## src/rtl/spmv_row_sched.sv

```systemverilog
// CSR row scheduler: turns a row-pointer stream into per-row nnz counts for the dot
// engine and re-pairs the returned row sums with their row indices, in row order.
module spmv_row_sched #(
   parameter int DEPTH = 16,
   parameter int ROW_W = 32
) (
   input  logic             clk,
   input  logic             rstn,
   input  logic             start,
   input  logic [ROW_W-1:0] num_rows,
   output logic             busy,
   output logic             done,
   output logic             err,
   input  logic [31:0]      S_AXIS_PTR_tdata,
   input  logic             S_AXIS_PTR_tvalid,
   output logic             S_AXIS_PTR_tready,
   output logic [31:0]      M_AXIS_TIMES_tdata,
   output logic             M_AXIS_TIMES_tvalid,
   input  logic             M_AXIS_TIMES_tready,
   input  logic [63:0]      S_AXIS_DOT_tdata,
   input  logic             S_AXIS_DOT_tvalid,
   output logic             S_AXIS_DOT_tready,
   output logic [63:0]      M_AXIS_Y_tdata,
   output logic [ROW_W-1:0] M_AXIS_Y_tuser,
   output logic             M_AXIS_Y_tlast,
   output logic             M_AXIS_Y_tvalid,
   input  logic             M_AXIS_Y_tready
);
   localparam int AW = $clog2(DEPTH);
   localparam logic [AW:0] PTR_ONE = 1;

   typedef enum logic [2:0] {S_IDLE, S_FIRST, S_RUN, S_DRAIN, S_DONE} state_t;

   state_t           state_q, state_d;
   logic [ROW_W-1:0] num_rows_q, num_rows_d;
   logic [ROW_W-1:0] row_idx_q, row_idx_d;
   logic [31:0]      prev_ptr_q, prev_ptr_d;
   logic             err_q, err_d;
   logic [31:0]      times_data_q, times_data_d;
   logic             times_vld_q, times_vld_d;
   logic [ROW_W:0]   tag_mem_q [DEPTH];
   logic [AW:0]      wr_ptr_q, rd_ptr_q;

   logic             fifo_empty, fifo_full, ptr_rdy, ptr_acc, push, pop;
   logic [ROW_W:0]   push_tag, head_tag;
   logic [31:0]      nnz;

   // Tag layout is {row index, empty-row flag}; pointers carry an extra wrap bit.
   assign fifo_empty = (wr_ptr_q == rd_ptr_q);
   assign fifo_full  = (wr_ptr_q[AW] != rd_ptr_q[AW]) &&
                       (wr_ptr_q[AW-1:0] == rd_ptr_q[AW-1:0]);
   assign head_tag   = tag_mem_q[rd_ptr_q[AW-1:0]];

   // A free TIMES slot is required even for empty rows, keeping the handshake simple.
   assign ptr_rdy = (state_q == S_FIRST) ||
                    ((state_q == S_RUN) && !fifo_full &&
                     (!times_vld_q || M_AXIS_TIMES_tready));
   assign ptr_acc = ptr_rdy && S_AXIS_PTR_tvalid;
   assign S_AXIS_PTR_tready = ptr_rdy;

   assign err                 = err_q;
   assign M_AXIS_TIMES_tdata  = times_data_q;
   assign M_AXIS_TIMES_tvalid = times_vld_q;

   always_comb begin
      state_d      = state_q;
      num_rows_d   = num_rows_q;
      row_idx_d    = row_idx_q;
      prev_ptr_d   = prev_ptr_q;
      err_d        = err_q;
      times_data_d = times_data_q;
      times_vld_d  = times_vld_q;
      push         = 1'b0;
      push_tag     = '0;
      nnz          = '0;
      busy         = 1'b0;
      done         = 1'b0;
      if (times_vld_q && M_AXIS_TIMES_tready) times_vld_d = 1'b0;
      case (state_q)
         S_IDLE: begin
            if (start) begin
               num_rows_d = num_rows;
               err_d      = 1'b0;
               state_d    = S_FIRST;
            end
         end
         S_FIRST: begin
            busy = 1'b1;
            if (ptr_acc) begin
               prev_ptr_d = S_AXIS_PTR_tdata;
               row_idx_d  = '0;
               state_d    = (num_rows_q == '0) ? S_DRAIN : S_RUN;
            end
         end
         S_RUN: begin
            busy = 1'b1;
            if (ptr_acc) begin
               // A decreasing pointer flags err and degrades the row to empty.
               if (S_AXIS_PTR_tdata < prev_ptr_q) err_d = 1'b1;
               else nnz = S_AXIS_PTR_tdata - prev_ptr_q;
               prev_ptr_d = S_AXIS_PTR_tdata;
               push       = 1'b1;
               push_tag   = {row_idx_q, (nnz == 32'd0)};
               if (nnz != 32'd0) begin
                  times_data_d = nnz;
                  times_vld_d  = 1'b1;
               end
               row_idx_d = row_idx_q + ROW_W'(1);
               if (row_idx_q == num_rows_q - ROW_W'(1)) state_d = S_DRAIN;
            end
         end
         S_DRAIN: begin
            busy = 1'b1;
            if (fifo_empty) state_d = S_DONE;
         end
         S_DONE: begin
            done    = 1'b1;
            state_d = S_IDLE;
         end
         default: state_d = S_IDLE;
      endcase
   end

   // Empty rows bypass the dot engine; otherwise Y mirrors the DOT stream.
   always_comb begin
      M_AXIS_Y_tvalid   = 1'b0;
      M_AXIS_Y_tdata    = '0;
      M_AXIS_Y_tuser    = '0;
      M_AXIS_Y_tlast    = 1'b0;
      S_AXIS_DOT_tready = 1'b0;
      if (!fifo_empty) begin
         M_AXIS_Y_tuser = head_tag[ROW_W:1];
         M_AXIS_Y_tlast = (head_tag[ROW_W:1] == num_rows_q - ROW_W'(1));
         if (head_tag[0]) begin
            M_AXIS_Y_tvalid = 1'b1;
         end else begin
            M_AXIS_Y_tvalid   = S_AXIS_DOT_tvalid;
            M_AXIS_Y_tdata    = S_AXIS_DOT_tdata;
            S_AXIS_DOT_tready = M_AXIS_Y_tready;
         end
      end
   end

   assign pop = M_AXIS_Y_tvalid && M_AXIS_Y_tready;

   always_ff @(posedge clk) begin
      if (!rstn) begin
         state_q      <= S_IDLE;
         num_rows_q   <= '0;
         row_idx_q    <= '0;
         prev_ptr_q   <= '0;
         err_q        <= 1'b0;
         times_data_q <= '0;
         times_vld_q  <= 1'b0;
         wr_ptr_q     <= '0;
         rd_ptr_q     <= '0;
      end else begin
         state_q      <= state_d;
         num_rows_q   <= num_rows_d;
         row_idx_q    <= row_idx_d;
         prev_ptr_q   <= prev_ptr_d;
         err_q        <= err_d;
         times_data_q <= times_data_d;
         times_vld_q  <= times_vld_d;
         if (push) wr_ptr_q <= wr_ptr_q + PTR_ONE;
         if (pop)  rd_ptr_q <= rd_ptr_q + PTR_ONE;
      end
   end

   always_ff @(posedge clk) begin
      if (push) tag_mem_q[wr_ptr_q[AW-1:0]] <= push_tag;
   end

endmodule

```

## config.mk

```make
export PLATFORM = sky130hd
export DESIGN_NAME = spmv_row_sched
export DESIGN_NICKNAME = d
export VERILOG_FILES = /design/src/rtl/spmv_row_sched.sv
export SDC_FILE = /design/constraint.sdc
export NUM_CORES = 1
export LEC_CHECK = 0
export BUFFER_PORTS_ARGS = -buffer_cell sky130_fd_sc_hd__buf_4
export CORE_ASPECT_RATIO = 2
export CORE_MARGIN = 2
export CORE_UTILIZATION = 48
export DETAILED_ROUTE_END_ITERATION = 10
export HOLD_SLACK_MARGIN = 0.05
export PLACE_DENSITY = 0.79
export REMOVE_ABC_BUFFERS = 1
export SLEW_MARGIN = 15
export SYNTH_ARGS = -nofsm -noshare
export SYNTH_HDL_FRONTEND = slang
export SYNTH_SLANG_ARGS = --single-unit
```

## constraint.sdc

```tcl
create_clock -name clk -period 16.3 [get_ports clk]
set_input_delay 4.075 -clock clk [delete_from_list [all_inputs] [get_ports clk]]
set_output_delay 4.075 -clock clk [all_outputs]
set_load 0.005 [all_outputs]
```

==> results.txt, run 1 <==
The flow ran to the end, and the final reports show no timing, DRC or antenna violations. The leakage power came out at 0.0117 uW. Across all layers, the routed design uses 19,900 vias. The share of the cycle needed by the critical path after routing is 58.5%. The setup clock skew after layout is 0.0161 ns. After global routing the overflow that remains totals 0.

The count of cell types in the netlist is 72. TritonCTS built the clock tree. The share of the yosys chip area belonging to registers came out at 62.0%. The arrival time of the worst setup path is 5.46 ns. The number of failing setup endpoints in the final timing report is 0.

Pin placement for this block handled 271 I/O pins. The number of routed nets with antenna violations came out at 0. The fraction of final layout cells sized beyond drive strength 1 is 25.0%. The row count came out at 130. The maximum ir drop on the vdd rail came out at 0.0843 mV. In this run the worst path has a maximum fanout of 6. The H-tree was split into 2 levels.

The worst setup path is captured at a primary output. In this run the worst hold path is classified as flop to flop. Clock-pin slew was measured on the worst setup and hold paths at 0.07 ns. Counting flops with a built-in enable in the synthesized netlist gives 528.

From left edge to right edge, the die measures 182 um. For this run, the top clock speed supported by timing is 105 MHz. By area the synthesized netlist is led by sky130_fd_sc_hd__edfxtp_1 52%, sky130_fd_sc_hd__mux4_2 12%, sky130_fd_sc_hd__dfxtp_1 9.7%, sky130_fd_sc_hd__xnor2_1 2.5%, sky130_fd_sc_hd__and2_1 2.2%.

The synthesis-to-finish area growth is 15.8%. The number of clock sinks seen by CTS is 675. The number of buffers added to fix hold violations after cts came out at 0. The number of flip-flops and latches in the synthesized netlist is 675. Data on the critical path is required at its endpoint by 12.23 ns. The number of warnings printed during yosys synthesis came out at 0. The number of nets in the finished design is 2,584.

The clock latency on the worst-skew pair is 0.62 ns. The floorplan step defined a die boundary enclosing 65,300 um2. After detailed routing, the average wire length per cell comes to 26.2 um. The final max-slew violation count came out at 0.

Headroom to the max-slew limit came out at 23.3%. The first global-routing pass estimated 126,000 um of wire. The time the final worst path needs with I/O delays and setup is 9.53 ns.

The total count of hold-check failures in the final report is 0. The buffer depth of the longest clock path is 3. Routability-driven placement finished with a final weighted congestion of 1.01.

The HPWL reported at the end of detailed placement came out at 55,200 um. The number of inserted filler cells in the final layout is 4,854. The cell area after synthesis is 30,300 um2. Setup repair after global routing left no endpoint under its margin. The antenna cell count is 0. The via count of the first global-routing pass came to 20,100.

The post-placement setup slack is 7.25 ns. On the final layout, the worst hold slack is 0.449 ns. For this design the ratio of total power to cell area is 110 nW/um2.

For this run, the detailed router's first-pass iteration total came to 5. The DRC violations left came out at 0. The actual slew at the worst max-slew pin is 1.14 ns. The number of input and output port buffers inserted is 270. The total wirelength of the detailed-routed design came out at 85,100 um. After technology mapping, the gate count stands at 2,169. The initial detailed-routing violation count is 2,082. In the routed layout, each cell is associated on average with a via count of 6.12. The tree is rooted in a sky130_fd_sc_hd__clkbuf_16. The post-CTS resize count came out at 0. The height of the chip is 359 um. Entering global routing, the biggest net connects 73 pins. The synthesized design spends more area on one cell type than any other, namely sky130_fd_sc_hd__edfxtp_1. The slack of the critical path is 6.77 ns. The area of the core region is 62,600 um2.

The number of antenna violations at the first check in global routing came to 1. The mean instance size in the synthesized netlist is 14.0 um2. In this run, CTS created clock tree buffers numbering 55. The total negative slack for setup checks is 0 ns. The nature of the critical path startpoint is a flop. The max-capacitance violation count is 0. The critical path is of the flop to primary output type. The most common flop cell mapped by yosys is sky130_fd_sc_hd__edfxtp_1. The top-area cell type share of the netlist area is 52.3%. The starting density of the core is 48.4%. Of all flip-flops after synthesis, the portion carrying an async set or reset was 0%. Post-CTS timing repair inserted 0 buffers for setup. For this run, the total global-route usage over all layers was measured as 25.9%.
## final timing paths
path                                  startpoint                                  end  slack (ns)  depth (start not counted)
max reg2reg           prev_ptr_q[2]$_SDFFE_PN0P_            tag_mem_q[1][0]$_DFFE_PP_       11.01                         11
min reg2reg  M_AXIS_TIMES_tdata[26]$_SDFFE_PN0P_  M_AXIS_TIMES_tdata[26]$_SDFFE_PN0P_        0.45                          2
min          M_AXIS_TIMES_tdata[26]$_SDFFE_PN0P_  M_AXIS_TIMES_tdata[26]$_SDFFE_PN0P_        0.45                          2
max                   num_rows_q[0]$_SDFFE_PN0P_                       M_AXIS_Y_tlast        6.77                         12
## power by group
part / switching, uW / total, uW / internal, uW
logic: 399 / 632 / 233
clock network: 633 / 1330 / 697
registers: 37.5 / 1890 / 1860
total: 1070 / 3860 / 2790
## synthesized netlist by cell type, types with 5 or more instances
| master | n |
|---|---|
| sky130_fd_sc_hd__a21o_1 | 18 |
| sky130_fd_sc_hd__a21oi_1 | 108 |
| sky130_fd_sc_hd__a31oi_1 | 12 |
| sky130_fd_sc_hd__and2_1 | 105 |
| sky130_fd_sc_hd__and3_1 | 46 |
| sky130_fd_sc_hd__buf_1 | 13 |
| sky130_fd_sc_hd__buf_2 | 15 |
| sky130_fd_sc_hd__clkbuf_1 | 100 |
| sky130_fd_sc_hd__dfxtp_1 | 147 |
| sky130_fd_sc_hd__edfxtp_1 | 528 |
| sky130_fd_sc_hd__ha_1 | 40 |
| sky130_fd_sc_hd__inv_1 | 53 |
| sky130_fd_sc_hd__mux2i_1 | 31 |
| sky130_fd_sc_hd__mux4_2 | 165 |
| sky130_fd_sc_hd__nand2_1 | 175 |
| sky130_fd_sc_hd__nand2b_1 | 13 |
| sky130_fd_sc_hd__nand3_1 | 53 |
| sky130_fd_sc_hd__nand4_1 | 22 |
| sky130_fd_sc_hd__nor2_1 | 162 |
| sky130_fd_sc_hd__nor2b_1 | 5 |
| sky130_fd_sc_hd__nor3_1 | 32 |
| sky130_fd_sc_hd__nor3b_1 | 6 |
| sky130_fd_sc_hd__nor4_1 | 22 |
| sky130_fd_sc_hd__o211ai_1 | 6 |
| sky130_fd_sc_hd__o21ai_0 | 34 |
| sky130_fd_sc_hd__o21ai_1 | 5 |
| sky130_fd_sc_hd__or3_1 | 13 |
| sky130_fd_sc_hd__or4_1 | 11 |
| sky130_fd_sc_hd__xnor2_1 | 85 |
| sky130_fd_sc_hd__xor2_1 | 61 |
## metal layers
metal / up-vias / part of all wire [%] / GRT usage (%)
met2: 1091 / 51 / 46.0
met5: - / 0.015 / 0
met1: 9889 / 35 / 29.9
li1: 8623 / - / -
met4: 2 / 6.5 / 15.0
met3: 272 / 7.2 / 3.55
## cell usage in the layout, fill, tap and decap left out, types with 12 or more instances in the layout
cell                        count
sky130_fd_sc_hd__edfxtp_1     528
sky130_fd_sc_hd__buf_4        311
sky130_fd_sc_hd__nand2_1      174
sky130_fd_sc_hd__mux4_2       165
sky130_fd_sc_hd__nor2_1       148
sky130_fd_sc_hd__dfxtp_1      143
sky130_fd_sc_hd__a21oi_1      108
sky130_fd_sc_hd__and2_1       105
sky130_fd_sc_hd__xnor2_1       85
sky130_fd_sc_hd__xor2_1        61
sky130_fd_sc_hd__clkbuf_16     55
sky130_fd_sc_hd__nand3_1       53
sky130_fd_sc_hd__inv_1         52
sky130_fd_sc_hd__and3_1        46
sky130_fd_sc_hd__ha_1          40
sky130_fd_sc_hd__o21ai_0       34
sky130_fd_sc_hd__mux2i_1       31
sky130_fd_sc_hd__nor3_1        25
sky130_fd_sc_hd__nor4_1        22
sky130_fd_sc_hd__nand4_1       22
sky130_fd_sc_hd__a21o_1        18
sky130_fd_sc_hd__or3_1         13
sky130_fd_sc_hd__nor2_4        13
sky130_fd_sc_hd__nand2b_1      12
## cell families (layout without fill, tap and decap cells)
| group | after synthesis | in the layout | synth area share [%] |
|---|---|---|---|
| flip-flops | 675 | 675 | 62.0 |
| multiplexers | 199 | 199 | 13.4 |
| XOR/XNOR | 146 | 146 | 4.22 |
| AO/OA/AOI/OAI | 244 | 244 | 5.04 |
| buffers and inverters | 182 | 468 | 2.34 |
| AND/OR/NAND/NOR | 682 | 682 | 11.2 |
| adder cells (fa/ha/maj) | 41 | 41 | 1.72 |
## flip-flops by register name (all words and copies together), names as in the netlist, named ones only
| register | count |
|---|---|
| err | 1 |
| prev_ptr_q | 32 |
| tag_mem_q | 528 |
| wr_ptr_q | 5 |
| rd_ptr_q | 5 |
| row_idx_q | 32 |
| M_AXIS_TIMES_tvalid | 1 |
| M_AXIS_TIMES_tdata | 32 |
| state_q | 3 |
| num_rows_q | 32 |
## critical path, stage by stage (launching register included)
cell and delay [ns]:
sky130_fd_sc_hd__dfxtp_1 0.43, sky130_fd_sc_hd__inv_1 0.11, sky130_fd_sc_hd__ha_1 0.20, sky130_fd_sc_hd__or4b_2 0.71, sky130_fd_sc_hd__nor4_1 0.72, sky130_fd_sc_hd__nand2_1 0.28
sky130_fd_sc_hd__xnor2_1 0.20, sky130_fd_sc_hd__xnor2_1 0.28, sky130_fd_sc_hd__nand4_1 0.14, sky130_fd_sc_hd__nor4_1 0.77, sky130_fd_sc_hd__nand4_1 0.18, sky130_fd_sc_hd__nor4_1 0.56
sky130_fd_sc_hd__buf_4 0.23
## through the flow
step | cell area (um2) | power (uW) | utilization [%] | instances
finish | 35100 | 3860 | 56.0 | 3247
global route | 35100 | 3980 | 56.0 | 3247
CTS | 35100 | 3860 | 56.0 | 3247
detailed placement | 33300 | 2550 | 53.1 | 3143
global placement | 33300 | 2540 | 53.1 | 3143
floorplan | 29800 | 2320 | - | 2040
## cell type report
cell class	instances	area, um2	share of cell area [%]
Clock buffer	62	1400	4.00
Clock inverter	42	395	1.13
Inverter	53	199	0.567
Multi-Input combinational cell	1312	11000	31.2
Sequential cell	675	18800	53.6
Tap cell	792	991	2.82
Timing Repair Buffer	311	2330	6.66
Note: power is estimated with default switching activity, not from simulation.
==> inputs of run 2 (changes only) <==
--- a/config.mk
+++ b/config.mk
@@ -11,7 +11,7 @@
 export CORE_UTILIZATION = 48
 export DETAILED_ROUTE_END_ITERATION = 10
 export HOLD_SLACK_MARGIN = 0.05
-export PLACE_DENSITY = 0.79
+export PLACE_DENSITY = 0.81
 export REMOVE_ABC_BUFFERS = 1
 export SLEW_MARGIN = 15
 export SYNTH_ARGS = -nofsm -noshare
==> constraint.sdc (replaced) <==
create_clock -name clk -period 8.27 [get_ports clk]
set_input_delay 2.0675 -clock clk [delete_from_list [all_inputs] [get_ports clk]]
set_output_delay 2.0675 -clock clk [all_outputs]
set_load 0.005 [all_outputs]
==> results.txt, run 2 (same netlist as run 1, synthesis figures left out) <==
The DRC violations left came to 0 (unchanged). The starting density of the core is 48.4% (unchanged). The number of antenna violations at the first check in global routing is 5 (+4). The instance count after placement with tap cells included is 3,144 (+0.032%). The area of the core region came out at 62,600 um2 (unchanged). The number of nets in the finished design was 2,584 (unchanged). The number of routed nets with antenna violations came out at 0 (unchanged).

TritonCTS built the clock tree. The via count of the first global-routing pass is 20,000 (-0.34%). The HPWL reported at the end of detailed placement is 60,300 um (+9.3%). The area of the die was 65,300 um2 (unchanged). The buffer depth of the longest clock path came out at 3 (unchanged). The normalized max-slew margin is 28.7% (+5.4 points). The final max-slew violation count came out at 0 (unchanged). The number of failing setup endpoints in the final timing report is 0 (unchanged). The count of non-filler cells in the finished layout was 3,248 (+0.031%). The total power per unit cell area came out at 217 nW/um2 (+97%). The height of the chip is 359 um (unchanged).

The critical path data required time came to 6.20 ns (-6.03 ns). The number of clock sinks seen by CTS is 675 (unchanged). The post-CTS resize count was 0 (unchanged).

The aggregate global-route resource usage was 27.1% (+1.2 points). The actual slew at the worst max-slew pin is 1.07 ns (-0.0719 ns). For hold timing, the worst endpoint is M_AXIS_TIMES_tdata[13]$_SDFFE_PN0P_. The peak fanout along the critical path is 34 (+28). The clock latency on the worst-skew pair is 0.62 ns (about the same). The share of the cycle needed by the critical path after routing came out at 83.0%. Leaving out fill and tap cells, the most frequent cells in the layout are 528 x sky130_fd_sc_hd__edfxtp_1, 310 x sky130_fd_sc_hd__buf_4, 174 x sky130_fd_sc_hd__nand2_1, 165 x sky130_fd_sc_hd__mux4_2, 148 x sky130_fd_sc_hd__nor2_1. The leakage power is 0.0116 uW (-0.80%). The maximum ir drop on the vdd rail came out at 0.172 mV (+100%). STA classifies the critical path endpoint as a primary output. The number of buffers added for setup after CTS came out at 0 (unchanged). Setup repair after global routing left no endpoint under its margin.

The number of top-level pins is 271 (unchanged). The total count of hold-check failures in the final report is 0 (unchanged). The initial detailed-routing violation count came to 1,940 (-6.8%). The post-placement setup slack came out at 1.51 ns (-5.74 ns).

The arrival time of the worst setup path came out at 4.80 ns (-0.66 ns). The total negative slack for setup checks came out at 0 ns (unchanged). The destination of the worst register-to-register timing path is tag_mem_q[5][0]$_DFFE_PP_. The total wirelength of the detailed-routed design came out at 89,500 um (+5.3%). The setup clock skew after layout came to 0.0321 ns (+0.0160 ns).

The slack of the critical path came out at 1.40 ns (-5.36 ns). The number of search-and-repair iterations in the first detailed-routing pass came out at 6 (+1). The number of input and output port buffers inserted is 270 (unchanged). The pin count of the biggest net entering global routing is 97 (+33%). The worst hold slack came out at 0.461 ns (+0.0121 ns).

The flip-flop count of the largest register, all copies and words added is 528 (unchanged). The path depth of the worst reg2reg path is 13 (+2). The clock transition at the registers of the reported paths is 0.07 ns (about the same). The nature of the critical path startpoint is a flop. Leaving out fill and tap cells, the most frequent cell in the layout is sky130_fd_sc_hd__edfxtp_1. The worst path in the final design needs a cycle of 6.87 ns, including I/O delays and setup. The number of buffers added to fix hold violations after cts came out at 0 (unchanged). The run finished with clean final reports.

The per-cell routed wire length is 27.6 um (+5.2%). The die width came out at 182 um (unchanged). The worst hold path belongs to the class flop to flop. The row count came out at 130 (unchanged). The TritonCTS buffer count is 54 (-1.8%). The achievable clock frequency is 146 MHz.

The synthesis-to-finish area growth came out at 15.8% (about the same). The source of the worst hold timing path is M_AXIS_TIMES_tdata[13]$_SDFFE_PN0P_. The tree is rooted in a sky130_fd_sc_hd__clkbuf_16. The final global-route overflow total came out at 0 (unchanged). The ratio of routed vias to standard cells is 6.15 (+0.44%). The first-pass GRT wire length is 129,000 um (+3.0%). The fraction of final layout cells sized beyond drive strength 1 came to 24.8% (-0.21 points). The critical path is of the flop to primary output type. The H-tree depth came out at 2 (unchanged). The count of cells along the worst hold path is 2 (unchanged). The vias after detailed routing came out at 20,000 (+0.47%).

The startpoint identified for the worst register-to-register timing path is prev_ptr_q[1]$_SDFFE_PN0P_. The worst-case register-to-register setup slack is 3.30 ns (-7.71 ns). The global placement routability congestion is 0.979 (-3.3%).

The max-capacitance violation count came out at 0 (unchanged).
[run 2: cell types whose count changed in the layout (fill, tap and decap cells not counted), moves of 2 or more]
cell,previous run,this run
sky130_fd_sc_hd__buf_12,0,2
sky130_fd_sc_hd__bufinv_16,4,6
sky130_fd_sc_hd__clkinv_2,8,11
sky130_fd_sc_hd__clkinv_4,4,2
sky130_fd_sc_hd__clkinv_8,2,0
sky130_fd_sc_hd__diode_2,0,4
sky130_fd_sc_hd__inv_6,6,1
[run 2: metal layers]
layer	global-route usage, %	vias up	share of wire, %	wire (um)
met5	0	-	0.012	11
met4	19.0	2	8.1	7250
met3	4.60	313	8.0	7150
met2	47.4	1177	51	45400
met1	29.8	9861	33	29700
li1	-	8618	-	-
[run 2: cell type report]
class | count | area [um2]
fill | 4778 | 27500
inverter | 53 | 199
clock inverter | 37 | 353
clock buffer | 63 | 1410
tap | 792 | 991
timing repair buffer | 312 | 2370
antenna | 4 | 10.0
sequential | 675 | 18800
multi-input combinational | 1312 | 11000
[run 2: power breakdown]
group	internal, uW	total [uW]	switching (uW)	leakage [uW]
registers	3660	3730	70.7	0.00562
logic	459	1250	789	0.00512
clock network	1410	2630	1220	0.000850
[run 2: how the worst max path moves through the flow]
| stage | start | endpoint | slack, ns | depth (start not counted) |
|---|---|---|---|---|
| after floorplan | flop | M_AXIS_Y_tdata[0] | -1.96 | 4 |
| after global placement | S_AXIS_PTR_tdata[2] | tag_mem_q[0][0]$_DFFE_PP_ | 1.57 | 13 |
| after detailed placement | S_AXIS_PTR_tdata[2] | tag_mem_q[7][0]$_DFFE_PP_ | 1.51 | 13 |
| after CTS | flop | M_AXIS_Y_tlast | 1.39 | 10 |
| after global routing | flop | M_AXIS_Y_tlast | 1.08 | 10 |
| final | flop | M_AXIS_Y_tlast | 1.40 | 10 |
[run 2: worst max-delay path, cell delays in order (launching register included)]
cell and delay [ns]:
sky130_fd_sc_hd__dfxtp_4 0.84, sky130_fd_sc_hd__buf_4 0.48, sky130_fd_sc_hd__mux4_2 0.56, sky130_fd_sc_hd__mux4_2 0.55, sky130_fd_sc_hd__and2_1 0.16, sky130_fd_sc_hd__o21ai_0 0.16
sky130_fd_sc_hd__o31ai_1 0.10, sky130_fd_sc_hd__a221oi_1 0.32, sky130_fd_sc_hd__o21ai_0 0.19, sky130_fd_sc_hd__nor4_1 0.58, sky130_fd_sc_hd__buf_4 0.22
[run 2: through the flow]
step	instance area [um2]	util, %	power, uW
2_1_floorplan	29800	-	4580
3_3_place_gp	33300	53.2	5010
3_5_place_dp	33300	53.2	5020
4_1_cts	35100	56.0	7610
5_1_grt	35100	56.0	7840
6_report	35100	56.0	7610
